$ cat src/rtl/usb_fs_rx.sv
// USB 2.0 full-speed receive front end: oversampled bit recovery, SYNC hunt, NRZI decode,
// bit unstuffing, LSB-first byte assembly and EOP detection. Define USB_FS_RX_DPLL_EN to track edges mid-packet.
module usb_fs_rx #(
    parameter int OVS       = 4,
    parameter int SAMPLE_PH = 2,
    parameter int SYNC_TMO  = 16
) (
    input  logic       clk,
    input  logic       rst_n,
    input  logic       dp,
    input  logic       dn,
    output logic       rx_active,
    output logic [7:0] rx_data,
    output logic       rx_valid,
    output logic       rx_eop,
    output logic       rx_err,
    output logic [1:0] line_state
);

    localparam int PW = (OVS > 1) ? $clog2(OVS) : 1;
    localparam int TW = $clog2(SYNC_TMO + 1);

    // Line states are packed as {dn, dp}.
    localparam logic [1:0] LS_SE0 = 2'b00;
    localparam logic [1:0] LS_J   = 2'b01;
    localparam logic [1:0] LS_K   = 2'b10;
    localparam logic [1:0] LS_SE1 = 2'b11;

    typedef enum logic [2:0] {IDLE, SYNC, DATA, EOP, ABORT} state_t;

    state_t          state;
    logic [1:0]      meta, sync_line, line_d, prev;
    logic [PW-1:0]   phase, phase_cur;
    logic            reload, tick, dec;
    logic [TW-1:0]   sync_cnt;
    logic [2:0]      ones, bit_cnt;
    logic [1:0]      run_cnt;
    logic            misalign;
    logic [7:0]      shreg;

    // NOTE: synchronizer flops reset to J so an idle bus shows no spurious edge after reset.
    always_ff @(posedge clk or negedge rst_n) begin
        if (!rst_n) begin
            meta      <= LS_J;
            sync_line <= LS_J;
            line_d    <= LS_J;
        end else begin
            meta      <= {dn, dp};
            sync_line <= meta;
            line_d    <= sync_line;
        end
    end

    assign line_state = sync_line;

`ifdef USB_FS_RX_DPLL_EN
    assign reload = (sync_line != line_d);
`else
    // Only the idle-to-K edge that opens a packet sets the phase; it then free-runs.
    assign reload = (sync_line != line_d) && (state == IDLE);
`endif

    assign phase_cur = reload ? '0 : phase;
    assign tick      = (phase_cur == PW'(SAMPLE_PH));
    assign dec       = (sync_line == prev);

    always_ff @(posedge clk or negedge rst_n) begin
        if (!rst_n) begin
            phase <= '0;
        end else begin
            phase <= (phase_cur == PW'(OVS - 1)) ? '0 : phase_cur + 1'b1;
        end
    end

    always_ff @(posedge clk or negedge rst_n) begin
        if (!rst_n) begin
            state     <= IDLE;
            prev      <= LS_J;
            sync_cnt  <= '0;
            ones      <= '0;
            bit_cnt   <= '0;
            run_cnt   <= '0;
            misalign  <= 1'b0;
            shreg     <= '0;
            rx_active <= 1'b0;
            rx_data   <= '0;
            rx_valid  <= 1'b0;
            rx_eop    <= 1'b0;
            rx_err    <= 1'b0;
        end else begin
            rx_valid <= 1'b0;
            rx_eop   <= 1'b0;
            rx_err   <= 1'b0;
            if (tick) begin
                prev <= sync_line;
                case (state)
                    IDLE: begin
                        if (sync_line == LS_K) begin
                            state    <= SYNC;
                            sync_cnt <= '0;
                            bit_cnt  <= '0;
                        end
                    end
                    SYNC: begin
                        if (sync_line == LS_SE0) begin
                            state <= IDLE;
                        end else if (sync_line == LS_K && prev == LS_K) begin
                            state     <= DATA;
                            rx_active <= 1'b1;
                            ones      <= '0;
                            bit_cnt   <= '0;
                        end else if (sync_cnt == TW'(SYNC_TMO - 1)) begin
                            state <= IDLE;
                        end else begin
                            sync_cnt <= sync_cnt + 1'b1;
                        end
                    end
                    DATA: begin
                        if (sync_line == LS_SE0) begin
                            state    <= EOP;
                            misalign <= (bit_cnt != 3'd0);
                            run_cnt  <= 2'd1;
                        end else if (sync_line == LS_SE1) begin
                            state     <= ABORT;
                            run_cnt   <= '0;
                            rx_active <= 1'b0;
                            rx_err    <= 1'b1;
                        end else if (ones == 3'd6) begin
                            // Bit following six ones must be a stuffed zero.
                            if (dec) begin
                                state     <= ABORT;
                                run_cnt   <= '0;
                                rx_active <= 1'b0;
                                rx_err    <= 1'b1;
                            end else begin
                                ones <= '0;
                            end
                        end else begin
                            ones    <= dec ? ones + 1'b1 : 3'd0;
                            shreg   <= {dec, shreg[7:1]};
                            bit_cnt <= bit_cnt + 1'b1;
                            if (bit_cnt == 3'd7) begin
                                rx_data  <= {dec, shreg[7:1]};
                                rx_valid <= 1'b1;
                            end
                        end
                    end
                    EOP: begin
                        if (sync_line == LS_J) begin
                            state     <= IDLE;
                            rx_active <= 1'b0;
                            rx_eop    <= !misalign;
                            rx_err    <= misalign;
                        end else if (sync_line == LS_SE0 && run_cnt != 2'd2) begin
                            run_cnt <= run_cnt + 1'b1;
                        end else begin
                            state     <= ABORT;
                            run_cnt   <= '0;
                            rx_active <= 1'b0;
                            rx_err    <= 1'b1;
                        end
                    end
                    ABORT: begin
                        if (sync_line == LS_J) begin
                            if (run_cnt == 2'd1) begin
                                state <= IDLE;
                            end else begin
                                run_cnt <= run_cnt + 1'b1;
                            end
                        end else begin
                            run_cnt <= '0;
                        end
                    end
                    default: state <= IDLE;
                endcase
            end
        end
    end

endmodule

$ cat config.mk
export PLATFORM = sky130hd
export DESIGN_NAME = usb_fs_rx
export DESIGN_NICKNAME = d
export VERILOG_FILES = /design/src/rtl/usb_fs_rx.sv
export SDC_FILE = /design/constraint.sdc
export NUM_CORES = 1
export LEC_CHECK = 0
export ABC_AREA = 1
export CORE_MARGIN = 1.5
export CORE_UTILIZATION = 35
export DETAILED_ROUTE_END_ITERATION = 12
export PLACE_DENSITY = 0.51
export SYNTH_ARGS = -nofsm -noshare
export SYNTH_HDL_FRONTEND = slang
export SYNTH_SLANG_ARGS = --single-unit
export TNS_END_PERCENT = 10
$ cat constraint.sdc
create_clock -name clk -period 4.17 [get_ports clk]
set_input_delay 1.0425 -clock clk [delete_from_list [all_inputs] [get_ports clk]]
set_output_delay 1.0425 -clock clk [all_outputs]
set_load 0.05 [all_outputs]
==> qor.yml, run 1 <==
drv_cap: 0
grt_max_degree: 47
io_pins: 18
io_buffer_count: 17
outcome: "completed"
cp_max_fo: 8
p_per_area_mw_per_mm2: 412
ys_async_sr_fraction_pct: 100
hold_viol_final: 0
ys.warnings.count: 0
synth_largest_area_cell: "dfrtp_1"
place_area_mm2: 0.00267
start_util_pct: 35.9
diodes: 0
synth-seq-cells: 46
cts_root_buf: "clkbuf_8"
viasPerCell: 4.72
critical_path.max_stage_delay_ns: 0.83
arrival_ns: 1.77
hold_slack_ns: 0.359
power_mw: 1.14
setup_violations: 0
track_usage_pct: 13.7
core_mm2: 0.00676
synth_edf_count: 0
grt_pass1_vias: 1752
row_count: 30
clk_path_buf_depth: 2
p_leak_nw: 1.37
ir_drop_v: 0.000181
die_y_um: 86.2
period_needed_ns: 2.81
end_kind: "output port"
synthTopCellsByCount: "95 x nand2_1, 42 x dfrtp_1, 40 x inv_1"
fmax_ghz: 0.356
netlist_instances: 297
synth_area_leaders: "dfrtp_1 43%, nand2_1 15%, ha_1 7.2%, inv_1 6.2%, o21ai_0 5.0%"
post_cts_buffers: 0
critPathRequiredTime_ns: 3.13
hpwl_mm: 3.43
grt_overflow_total: 0
drive_gt1_share_pct: 9.40
firstDrtPassIters: 4
syn_nets: 315
clock_sink_count: 46
vias: 1885
post_drt_wl_per_cell_um: 11.7
slew_headroom_pct: 32.1
rsz0062_at_grt: "false"
syn_area_per_cell_um2: 8.16
syn2layout_area_growth_pct: 13.8
ant_nets: 0
htree_levels: 2
fin_util_pct: 40.8
post-synth-top-count-cell: "nand2_1"
gp_congestion: 0.889
ys_types: 24
finalNetCount: 336
cp-start-kind: "flop"
first_iter_violations: 112
wirelength_mm: 4.67
drc: 0
cp_slowest_cell: "clkdlybuf4s50_1"
grt_pass1_wl_mm: 7.98
post-route-period-util_pct: 67.4
path_cells: "clkdlybuf4s50_1"
ys_seq_area_share_pct: 47.7
clock_latency_ns: 0.31
synth_flop_cell: "dfrtp_1"
ctsResizeCount: 0
die_w_um: 86.2
netlist_area_mm2: 0.00242
slew_viol_final: 0
crit_family: "buffers and inverters"
final_area_mm2: 0.00276
min_path_type: "reg -> reg"
ctsHoldBuffers: 0
fin_skew_ns: 0.00393
cts_buffers: 5
antenna_found_initial: 0
worstSetupPathType: "reg -> out"
fin_setup_tns_ns: 0
crit_buf_inv: 1
tightest_slew_ns: 1.02
path_clk_slew_ns: 0.09
cts_tree: "yes"
fillers: 682
synth_top_area_share_pct: 43.4
die_area_mm2: 0.00743
## metrics by stage
stage,worst slack (ns),std cells
after floorplan,1.83,297
after global placement,1.58,391
after detailed placement,1.52,391
after CTS,1.33,399
after global routing,1.29,399
final,1.36,399
## logic make-up after synthesis
family                   synth area share [%]
XOR/XNOR                                 1.08
adder cells (fa/ha/maj)                  7.23
buffers and inverters                    7.38
AND/OR/NAND/NOR                          27.4
AO/OA/AOI/OAI                            9.24
flip-flops                               47.7
## where the power goes
group	switching (mW)	leakage (nW)	total (mW)	internal, mW
clock network	0.166	0.0447	0.287	0.121
registers	0.0445	0.611	0.540	0.496
logic	0.213	0.713	0.309	0.0961
## per-layer routing
layer / track usage, % / wire length, um / up-vias
met5: 0 / 0 / -
met4: 4.84 / 87 / 0
met3: 3.43 / 144 / 8
met2: 20.8 / 2040 / 31
met1: 19.1 / 2400 / 862
li1: - / - / 984
## placed cells by master, fill, tap and decap left out, types with 2 or more instances in the layout
master           synthesis  routed
nor2_1                  19      19
xnor2_1                  3       3
inv_1                   40      40
nand2_1                 95      95
or2_2                    2       2
a21oi_1                  7       7
ha_1                    14      14
nor3_1                   2       2
nand2_2                  2       2
clkdlybuf4s50_1          0      16
dfrtp_1                 42      42
nand2_4                  3       3
nand4_1                  5       5
clkbuf_8                 0       5
nand3_1                 20      20
o21ai_2                  7       7
o21ai_0                 24      24
dfstp_2                  4       4
## flip-flops by register name (all words and copies together) (netlist names)
name	count
sync_cnt	5
rx_eop	1
rx_data	8
line_state	2
rx_valid	1
meta	2
rx_err	1
run_cnt	2
ones	3
line_d	2
bit_cnt	3
misalign	1
state	3
phase	2
shreg	7
rx_active	1
prev	2
## area by class of cell
cell class                 instances  area, um^2  share of cell area, %
multi-input combinational        207        1090                   39.5
inverter                          41         155                   5.62
clock buffer                       5        68.8                   2.49
tap                               80         100                   3.63
timing repair buffer              17         165                   5.99
clock inverter                     3        25.0                  0.907
sequential                        46        1160                   41.9
## path summary, 6_finish.rpt
kind | startpoint | to | slack [ns] | depth (start not counted)
min in group asynchronous | rst_n | rx_data[2] | 0.90 | 1
min | meta[1] | line_state[1] | 0.36 | 0
min reg2reg | meta[1] | line_state[1] | 0.36 | 0
max reg2reg | state[0] | rx_data[7] | 1.54 | 11
max | line_state[0] | line_state[0] | 1.36 | 1
max in group asynchronous | rst_n | phase[0] | 2.65 | 1
Power figures use the tool's default switching activity.
==> inputs of run 2 (changes only) <==
--- a/config.mk
+++ b/config.mk
@@ -9,7 +9,7 @@
 export CORE_MARGIN = 1.5
 export CORE_UTILIZATION = 35
 export DETAILED_ROUTE_END_ITERATION = 12
-export PLACE_DENSITY = 0.51
+export PLACE_DENSITY = 0.53
 export SYNTH_ARGS = -nofsm -noshare
 export SYNTH_HDL_FRONTEND = slang
 export SYNTH_SLANG_ARGS = --single-unit
==> constraint.sdc (replaced) <==
create_clock -name clk -period 2.4 [get_ports clk]
set_input_delay 0.6 -clock clk [delete_from_list [all_inputs] [get_ports clk]]
set_output_delay 0.6 -clock clk [all_outputs]
set_load 0.05 [all_outputs]
==> run 2 against run 1 <==
  * Core utilization is 0.67 points higher
  * Setup slack worse by 1.2 ns
  * Flip-flop and latch count stayed put
  * Combinational power is 82% higher
  * Non-clock buffer count is 4 higher
  * Sequential power is 73% higher
  * Global-route usage is 0.46 points higher
  * Sequential share of layout area is 0.67 points lower
  * Critical path type unchanged
  * Critical endpoint is now line_state[1]
  * Highest routed layer unchanged
==> qor.yml, run 2 (synthesized netlist as in run 1, its figures left out) <==
critPathRequiredTime_ns: 1.80
dp.cells: 395
row_count: 30
worstSetupPathType: "reg -> out"
die_y_um: 86.2
hpwl_mm: 3.58
crit_cells: 1
end_kind: "output port"
crit_end: "line_state[1]"
ctsHoldBuffers: 0
post-route-period-util_pct: 94.4
rsz0062_at_grt: "false"
area.sequential_mm2: 0.00116
vias: 1893
final_cell_mix: "95 x nand2_1, 42 x dfrtp_1, 40 x inv_1"
first_iter_violations: 93
arrival_ns: 1.67
ir_drop_v: 0.000247
grt_max_degree: 25
clock_latency_ns: 0.31
p_per_area_mw_per_mm2: 710
post_drt_wl_per_cell_um: 11.9
ctsResizeCount: 0
path_cells: "clkdlybuf4s50_1"
fin_setup_tns_ns: 0
final_common_cell: "nand2_1"
worstSetupStartpoint: "line_state[1]"
critical_path.max_stage_delay_ns: 0.86
slew_viol_final: 0
power_mw: 1.99
firstDrtPassIters: 4
tightest_slew_ns: 0.529
path_clk_slew_ns: 0.09
regMostFlops: "rx_data"
io_pins: 18
r2r-start: "state[0]"
antenna_found_initial: 0
fillers: 706
diodes: 0
viasPerCell: 4.70
wirelength_mm: 4.79
crit_buf_inv: 1
start_util_pct: 35.9
cp_slowest_cell: "clkdlybuf4s50_1"
die_w_um: 86.2
slew_headroom_pct: 64.7
outcome: "completed"
fin_skew_ns: 0.00888
multiInputGateArea_mm2: 0.00109
crit_family: "buffers and inverters"
syn2layout_area_growth_pct: 15.7
fmax_ghz: 0.441
cts_buffers: 5
gp_congestion: 0.836
drv_cap: 0
clk_path_buf_depth: 2
cts_tree: "yes"
ff2ff_path_depth: 11
grt_pass1_vias: 1743
grt_overflow_total: 0
htree_levels: 2
timing.rr.end: "rx_data[7]"
period_needed_ns: 2.27
largest_reg_flops: 8
track_usage_pct: 14.2
grt_pass1_wl_mm: 8.29
core_mm2: 0.00676
min_path_type: "in -> async"
drc: 0
hold_viol_final: 0
setup_violations: 0
hold_slack_ns: 0.255
post_cts_buffers: 0
rrSetupSlack_ns: 0.22
reg.largest.list: "rx_data x8, shreg x7, sync_cnt x5"
ant_nets: 0
cts_root_buf: "clkbuf_8"
die_area_mm2: 0.00743
final_cells: 403
cp_max_fo: 8
clock_sink_count: 46
io_buffer_count: 17
finalNetCount: 340
drive_gt1_share_pct: 11.5
cp-start-kind: "flop"
p_leak_nw: 1.39
==> run 2: final cells by class <==
class | count | area share [%]
inverter | 41 | 5.53
tap | 80 | 3.57
clock buffer | 5 | 2.45
clock inverter | 3 | 0.892
timing repair buffer | 21 | 7.32
multi-input combinational | 207 | 39.0
sequential | 46 | 41.2
==> run 2: worst min-delay path by stage <==
stage | from | to | slack, ns | depth (start not counted)
after floorplan | rst_n | bit_cnt[0] | 0.30 | 0
after global placement | meta[1] | line_state[1] | 0.35 | 0
after detailed placement | meta[1] | line_state[1] | 0.34 | 0
after CTS | rst_n | rx_data[3] | 0.27 | 1
after global routing | rst_n | rx_data[3] | 0.29 | 1
final | rst_n | rx_data[3] | 0.25 | 1
==> run 2: where the power goes <==
group / switching, mW / total [mW] / internal, mW
Combinational: 0.386 / 0.563 / 0.177
Sequential: 0.0720 / 0.933 / 0.861
Clock: 0.285 / 0.495 / 0.210
==> run 2: per-layer routing <==
| layer | up-vias | wire (um) | GRT usage [%] |
|---|---|---|---|
| met4 | 0 | 68 | 4.40 |
| met5 | - | 0 | 0 |
| met2 | 34 | 2050 | 20.9 |
| met1 | 865 | 2460 | 20.5 |
| met3 | 5 | 209 | 3.52 |
| li1 | 989 | - | - |
==> run 2: per-stage QoR <==
step / setup WS (ns) / instance area (um^2) / utilization (%)
2_1_floorplan: 0.0624 / 2420 / -
3_3_place_gp: 0.227 / 2710 / 40.0
4_1_cts: 0.0940 / 2800 / 41.4
3_5_place_dp: 0.132 / 2710 / 40.0
6_report: 0.135 / 2800 / 41.5
5_1_grt: 0.0149 / 2800 / 41.5
